`config.mk`:
```
export PLATFORM = sky130hd
export DESIGN_NAME = fifo_wr_arbiter
export DESIGN_NICKNAME = d
export VERILOG_FILES = /design/src/rtl/fifo_arb_pkg.sv /design/src/rtl/rr_priority_select.sv /design/src/rtl/fifo_wr_arbiter.sv
export SDC_FILE = /design/constraint.sdc
export NUM_CORES = 1
export LEC_CHECK = 0
export CAP_MARGIN = 20
export CORE_ASPECT_RATIO = 0.8
export CORE_UTILIZATION = 29
export DETAILED_ROUTE_END_ITERATION = 16
export GPL_TIMING_DRIVEN = 1
export PLACE_DENSITY = 0.81
export SLEW_MARGIN = 30
export SYNTH_ARGS = -nofsm -noshare
export SYNTH_HDL_FRONTEND = slang
export SYNTH_SLANG_ARGS = --single-unit
```
`constraint.sdc`:
```
create_clock -name aclk -period 2.6 [get_ports aclk]
set_input_delay 0.26 -clock aclk [delete_from_list [all_inputs] [get_ports aclk]]
set_output_delay 0.26 -clock aclk [all_outputs]
set_load 0.005 [all_outputs]
```
`src/rtl/fifo_arb_pkg.sv`:
```
// Shared definitions for the FIFO write-port arbiter: FSM state encoding and
// a width helper for counters that must hold an inclusive maximum value.
package fifo_arb_pkg;

    typedef enum logic {
        ST_IDLE  = 1'b0,
        ST_GRANT = 1'b1
    } arb_state_t;

    // Bits needed to represent every value in 0..max_val (never less than 1).
    function automatic int cnt_width(input int max_val);
        int w;
        w = 1;
        while ((1 << w) <= max_val) begin
            w = w + 1;
        end
        return w;
    endfunction

endpackage

```
`src/rtl/rr_priority_select.sv`:
```
// Combinational round-robin picker: first valid requester searching upward,
// with wrap, starting just after the previous holder.
module rr_priority_select #(
    parameter int NUM_REQ = 4,
    parameter int IDX_W   = $clog2(NUM_REQ)
) (
    input  logic [NUM_REQ-1:0] req_valid,
    input  logic [IDX_W-1:0]   last_idx,
    output logic               any_valid,
    output logic [IDX_W-1:0]   sel_idx
);

    int              idx;
    logic [IDX_W-1:0] idx_bits;

    // Scan from the farthest candidate down to the nearest so the nearest valid one wins.
    always_comb begin
        any_valid = 1'b0;
        sel_idx   = '0;
        idx       = 0;
        idx_bits  = '0;
        for (int k = NUM_REQ; k >= 1; k--) begin
            idx      = (int'(last_idx) + k) % NUM_REQ;
            idx_bits = IDX_W'(idx);
            if (req_valid[idx_bits]) begin
                any_valid = 1'b1;
                sel_idx   = idx_bits;
            end
        end
    end

endmodule

```
`src/rtl/fifo_wr_arbiter.sv`:
```
// Round-robin arbiter sharing one FIFO write port among NUM_REQ packet sources;
// a grant is held per packet, capped by a burst limit and an idle timeout.
//
//  state    | meaning
//  ---------+-------------------------------------------------------------
//  ST_IDLE  | no holder; pick next valid requester after last_idx
//  ST_GRANT | grant_idx owns the port until last, burst limit or timeout
module fifo_wr_arbiter
    import fifo_arb_pkg::*;
#(
    parameter int NUM_REQ      = 4,
    parameter int DATA_WIDTH   = 32,
    parameter int MAX_BURST    = 16,
    parameter int IDLE_TIMEOUT = 16
) (
    input  logic                          aclk,
    input  logic                          aresetn,
    input  logic [NUM_REQ*DATA_WIDTH-1:0] req_data,
    input  logic [NUM_REQ-1:0]            req_valid,
    input  logic [NUM_REQ-1:0]            req_last,
    output logic [NUM_REQ-1:0]            req_ready,
    output logic [DATA_WIDTH-1:0]         fifo_wr_data,
    output logic                          fifo_wr_en,
    input  logic                          fifo_full,
    output logic                          grant_active,
    output logic [$clog2(NUM_REQ)-1:0]    grant_idx,
    output logic                          timeout_event
);

    localparam int IDX_W   = $clog2(NUM_REQ);
    localparam int BURST_W = cnt_width(MAX_BURST);
    localparam int IDLE_W  = cnt_width(IDLE_TIMEOUT);

    localparam logic [BURST_W-1:0] BURST_MAX = BURST_W'(MAX_BURST);
    localparam logic [IDLE_W-1:0]  IDLE_MAX  = IDLE_W'(IDLE_TIMEOUT);
    localparam logic [IDX_W-1:0]   LAST_RST  = IDX_W'(NUM_REQ - 1);

    arb_state_t         state_q, state_d;
    logic [IDX_W-1:0]   grant_idx_q, grant_idx_d;
    logic [IDX_W-1:0]   last_idx_q, last_idx_d;
    logic [BURST_W-1:0] burst_cnt_q, burst_cnt_d;
    logic [IDLE_W-1:0]  idle_cnt_q, idle_cnt_d;
    logic               timeout_q, timeout_d;

    logic               any_valid;
    logic [IDX_W-1:0]   sel_idx;
    logic               g_valid;
    logic               g_last;

    rr_priority_select #(
        .NUM_REQ (NUM_REQ),
        .IDX_W   (IDX_W)
    ) u_select (
        .req_valid (req_valid),
        .last_idx  (last_idx_q),
        .any_valid (any_valid),
        .sel_idx   (sel_idx)
    );

    assign g_valid      = req_valid[grant_idx_q];
    assign g_last       = req_last[grant_idx_q];
    assign fifo_wr_data = req_data[int'(grant_idx_q)*DATA_WIDTH +: DATA_WIDTH];

    always_comb begin
        state_d     = state_q;
        grant_idx_d = grant_idx_q;
        last_idx_d  = last_idx_q;
        burst_cnt_d = burst_cnt_q;
        idle_cnt_d  = idle_cnt_q;
        timeout_d   = timeout_q;
        req_ready   = '0;
        fifo_wr_en  = 1'b0;

        case (state_q)
            ST_IDLE: begin
                if (any_valid) begin
                    state_d     = ST_GRANT;
                    grant_idx_d = sel_idx;
                    burst_cnt_d = '0;
                    idle_cnt_d  = '0;
                end
            end

            ST_GRANT: begin
                req_ready[grant_idx_q] = !fifo_full;
                fifo_wr_en             = g_valid & !fifo_full;

                if (fifo_wr_en) begin
                    burst_cnt_d = burst_cnt_q + BURST_W'(1);
                    if (g_last || (burst_cnt_d == BURST_MAX)) begin
                        state_d    = ST_IDLE;
                        last_idx_d = grant_idx_q;
                    end
                end

                // A full-stalled but valid holder is not idle, so the counter only runs with valid low.
                if (g_valid) begin
                    idle_cnt_d = '0;
                end else begin
                    idle_cnt_d = idle_cnt_q + IDLE_W'(1);
                    if (idle_cnt_d == IDLE_MAX) begin
                        state_d    = ST_IDLE;
                        last_idx_d = grant_idx_q;
                        timeout_d  = 1'b1;
                    end
                end
            end

            default: begin
                state_d = ST_IDLE;
            end
        endcase
    end

    always_ff @(posedge aclk) begin
        if (!aresetn) begin
            state_q     <= ST_IDLE;
            grant_idx_q <= '0;
            last_idx_q  <= LAST_RST;
            burst_cnt_q <= '0;
            idle_cnt_q  <= '0;
            timeout_q   <= 1'b0;
        end else begin
            state_q     <= state_d;
            grant_idx_q <= grant_idx_d;
            last_idx_q  <= last_idx_d;
            burst_cnt_q <= burst_cnt_d;
            idle_cnt_q  <= idle_cnt_d;
            timeout_q   <= timeout_d;
        end
    end

    assign grant_active  = (state_q == ST_GRANT);
    assign grant_idx     = grant_idx_q;
    assign timeout_event = timeout_q;

endmodule

```
==> results of run 1 <==
## cell type report
type / instances / area, um^2 / share of cell area (%)
repair buffers: 182 / 1839 / 50.33
multi-input cells: 120 / 1320 / 36.12
inverters: 9 / 33.78 / 0.9243
flip-flops and latches: 16 / 322.8 / 8.833
clock buffers: 3 / 41.29 / 1.130
well taps: 78 / 97.59 / 2.670
## cell families after synthesis
logic type / Yosys count
DFF: 16
AOI/OAI and AO/OA: 27
and+or+nand+nor: 54
muxes: 37
buffers and inverters: 19
adders and majority gates: 2
## critical path, stage by stage
cell	delay (ns)
clkdlybuf4s50_1	0.48
mux4_2	0.55
nand2_2	0.20
inv_2	0.08
clkdlybuf4s50_1	0.47
## power groups by stage
stage	combinational, W	clock (W)	sequential (W)
2_1_floorplan	0.000227	0	0.000267
3_3_place_gp	0.000601	0	0.000274
3_5_place_dp	0.000612	0	0.000275
4_1_cts	0.000615	0.000190	0.000269
5_1_grt	0.000647	0.000203	0.000270
6_report	0.000607	0.000186	0.000269
## routing by layer
| metal | GRT usage (%) | vias up | share of wire, % |
|---|---|---|---|
| met5 | 0 | - | 0 |
| met4 | 9.140 | 0 | 3.8 |
| met3 | 6.301 | 24 | 10 |
| met2 | 43.08 | 116 | 53 |
| met1 | 25.64 | 1009 | 33 |
| li1 | - | 971 | - |
## state kept, by name, summed over array words and instances, names as in the netlist
| name | cells |
|---|---|
| grant_active | 1 |
| grant_idx | 2 |
| timeout_event | 1 |
| last_idx_q | 2 |
| idle_cnt_q | 5 |
| burst_cnt_q | 5 |
## synthesized netlist by cell type (3+ instances only)
| master | instances | area (um^2) |
|---|---|---|
| mux4_2 | 34 | 765.7 |
| dfxtp_1 | 16 | 320.3 |
| nor2_1 | 12 | 45.04 |
| nand2_1 | 10 | 37.54 |
| inv_1 | 8 | 30.03 |
| nand3_1 | 7 | 35.03 |
| a21oi_1 | 6 | 30.03 |
| a31oi_1 | 4 | 25.02 |
| buf_2 | 4 | 20.02 |
| clkbuf_1 | 4 | 15.01 |
| o21ai_0 | 4 | 20.02 |
| and3_1 | 3 | 18.77 |
| mux2i_1 | 3 | 30.03 |
| nand2b_1 | 3 | 18.77 |
## through the flow
stage / utilization (%) / hold WS, ns / worst slack (ns) / total power (W) / std cells
detailed placement: 64.35 / 0.4486 / 0.3080 / 0.0008860 / 405
finish: 65.08 / 0.4527 / 0.2981 / 0.001063 / 408
CTS: 65.08 / 0.4574 / 0.2944 / 0.001073 / 408
global placement: 64.35 / 0.4440 / 0.3295 / 0.0008748 / 405
global route: 65.08 / 0.4763 / 0.2068 / 0.001120 / 408
floorplan: - / 0.4059 / 0.7287 / 0.0004944 / 155
## how the worst min path moves through the flow
| stage | startpoint | endpoint | slack [ns] |
|---|---|---|---|
| floorplan | aresetn | grant_active | 0.41 |
| detailed placement | timeout_event | timeout_event | 0.45 |
| global route | timeout_event | timeout_event | 0.48 |
| global placement | timeout_event | timeout_event | 0.44 |
| CTS | timeout_event | timeout_event | 0.46 |
| finish | timeout_event | timeout_event | 0.45 |
==> results.sh, run 1 <==
export IMPL_cts_tree="done"
export IMPL_fin_setup_tns_ns=0
export IMPL_holdBufCountCts=0
export IMPL_pwr_share_clk_pct=17.5
export IMPL_dieWidth_um=88.46
export IMPL_netlist_instances=155
export IMPL_grt_use_total_pct=23.56
export IMPL_crit_arrival_ns=2.04
export IMPL_endpoint="fifo_wr_en"
export IMPL_r2r_worst_path_cells=5
export IMPL_synth_xor_area_share_pct=0
export IMPL_status="completed"
export IMPL_dieArea_um2=6295
export IMPL_nets=473
export IMPL_ys_ff_latch=16
export IMPL_leakagePower_nw=1.283
export IMPL_clock_sinks=16
export IMPL_powerDensity_nw_per_um2=290.8
export IMPL_antenna_found_initial=0
export IMPL_p_switching_w=0.0002681
export IMPL_grt_pass1_vias=2082
export IMPL_period_minus_slack_ns=2.302
export IMPL_synth_top_family_by_area="multiplexers"
export IMPL_clock_skew_ns=0.006013
export IMPL_worst_path_max_fanout=9
export IMPL_finish_instance_area_um2=3655
export IMPL_drc=0
export IMPL_firstDrtPassIters=4
export IMPL_htreeDepth=1
export IMPL_yosys_warnings=0
export IMPL_drv_cap=0
export IMPL_synth_edf_count=0
export IMPL_irDropWorstVdd_mv=0.3559
export IMPL_hold_viol_final=0
export IMPL_cts_root_buffer="clkbuf_8"
export IMPL_clk_latency_ns=0.25
export IMPL_slew_headroom_pct=66.47
export IMPL_avgSynthCellArea_um2=11.19
export IMPL_viasPerCell=5.196
export IMPL_power_share_switching_pct=25.23
export IMPL_synth_net_count=296
export IMPL_ctsResizeCount=0
export IMPL_core_area_um2=5615
export IMPL_worst_pin_slew_ns=0.4983
export IMPL_seq_area_frac_synth_pct=18.47
export IMPL_cp_end_kind="output pin"
export IMPL_drv_slew=0
export IMPL_io_pins=180
export IMPL_grt_max_degree=28
export IMPL_dpl_instance_area_um2=3613
export IMPL_rsz0062_at_grt="no"
export IMPL_reg2reg_slack_ns=0.70
export IMPL_cp_startpoint="req_valid[3]"
export IMPL_synthAdderAreaFrac_pct=1.443
export IMPL_hold_depth=2
export IMPL_final_cell_mix="179 x clkdlybuf4s50_1, 34 x mux4_2, 14 x dfxtp_1"
export IMPL_async_reset_ff_share_pct=0
export IMPL_path_class="in2out"
export IMPL_setup_viol_count_final=0
export IMPL_totalWireLength_mm=7.708
export IMPL_required_ns=2.34
export IMPL_crit_path_start_kind="primary input"
export IMPL_min_delay_path_class="reg2reg"
export IMPL_final_layout_size_suffix_gt1_share_pct=16.67
export IMPL_wl_per_cell_um=18.89
export IMPL_seqPwrFrac_pct=25.3
export IMPL_hpwl_mm=6.585
export IMPL_grt_ovfl_total=0
export IMPL_fin_crit_sh_pct=88.53
export IMPL_diodes=0
export IMPL_intPower_w=0.0007946
export IMPL_synth_distinct_cells=42
export IMPL_first_iter_violations=93
export IMPL_grt_pass1_wl_mm=11.05
export IMPL_fp_row_count=24
export IMPL_worstReg2RegStart="grant_idx[0]"
export IMPL_postCtsSetupBuffers=0
export IMPL_synth_area_um2=1734
export IMPL_comb_power_share_pct=57.1
export IMPL_num_vias=2120
export IMPL_max_freq_mhz=434.4
export IMPL_syn_to_final_growth_pct=110.8
export IMPL_antenna_left=0
export IMPL_nFillCells=470
export IMPL_start_util_pct=30.88
export IMPL_clk_pin_slew_worst_paths_ns=0.06
export IMPL_worstReg2RegEnd="last_idx_q[1]"
export IMPL_clockBufferDepth=2
export IMPL_dominantRegCellSynth="dfxtp_1"
export IMPL_final_common_cell="clkdlybuf4s50_1"
export IMPL_port_buffers=179
export IMPL_numCtsBuffers=3
export IMPL_fp_dieH_um=71.17
export IMPL_synth_mux_area_share_pct=45.89
export IMPL_synth_compound_area_share_pct=11.83
export IMPL_synth_simple_area_share_pct=16.96
export IMPL_gp_congestion=0.8698
Note: power is estimated with default switching activity, not from simulation.
==> run 2, diff against run 1 <==
ABC_CLOCK_PERIOD_IN_PS = 2600   (was unset)
==> results of run 2 <==
No change in the layout: final DEF, timing and power equal those of run 1.
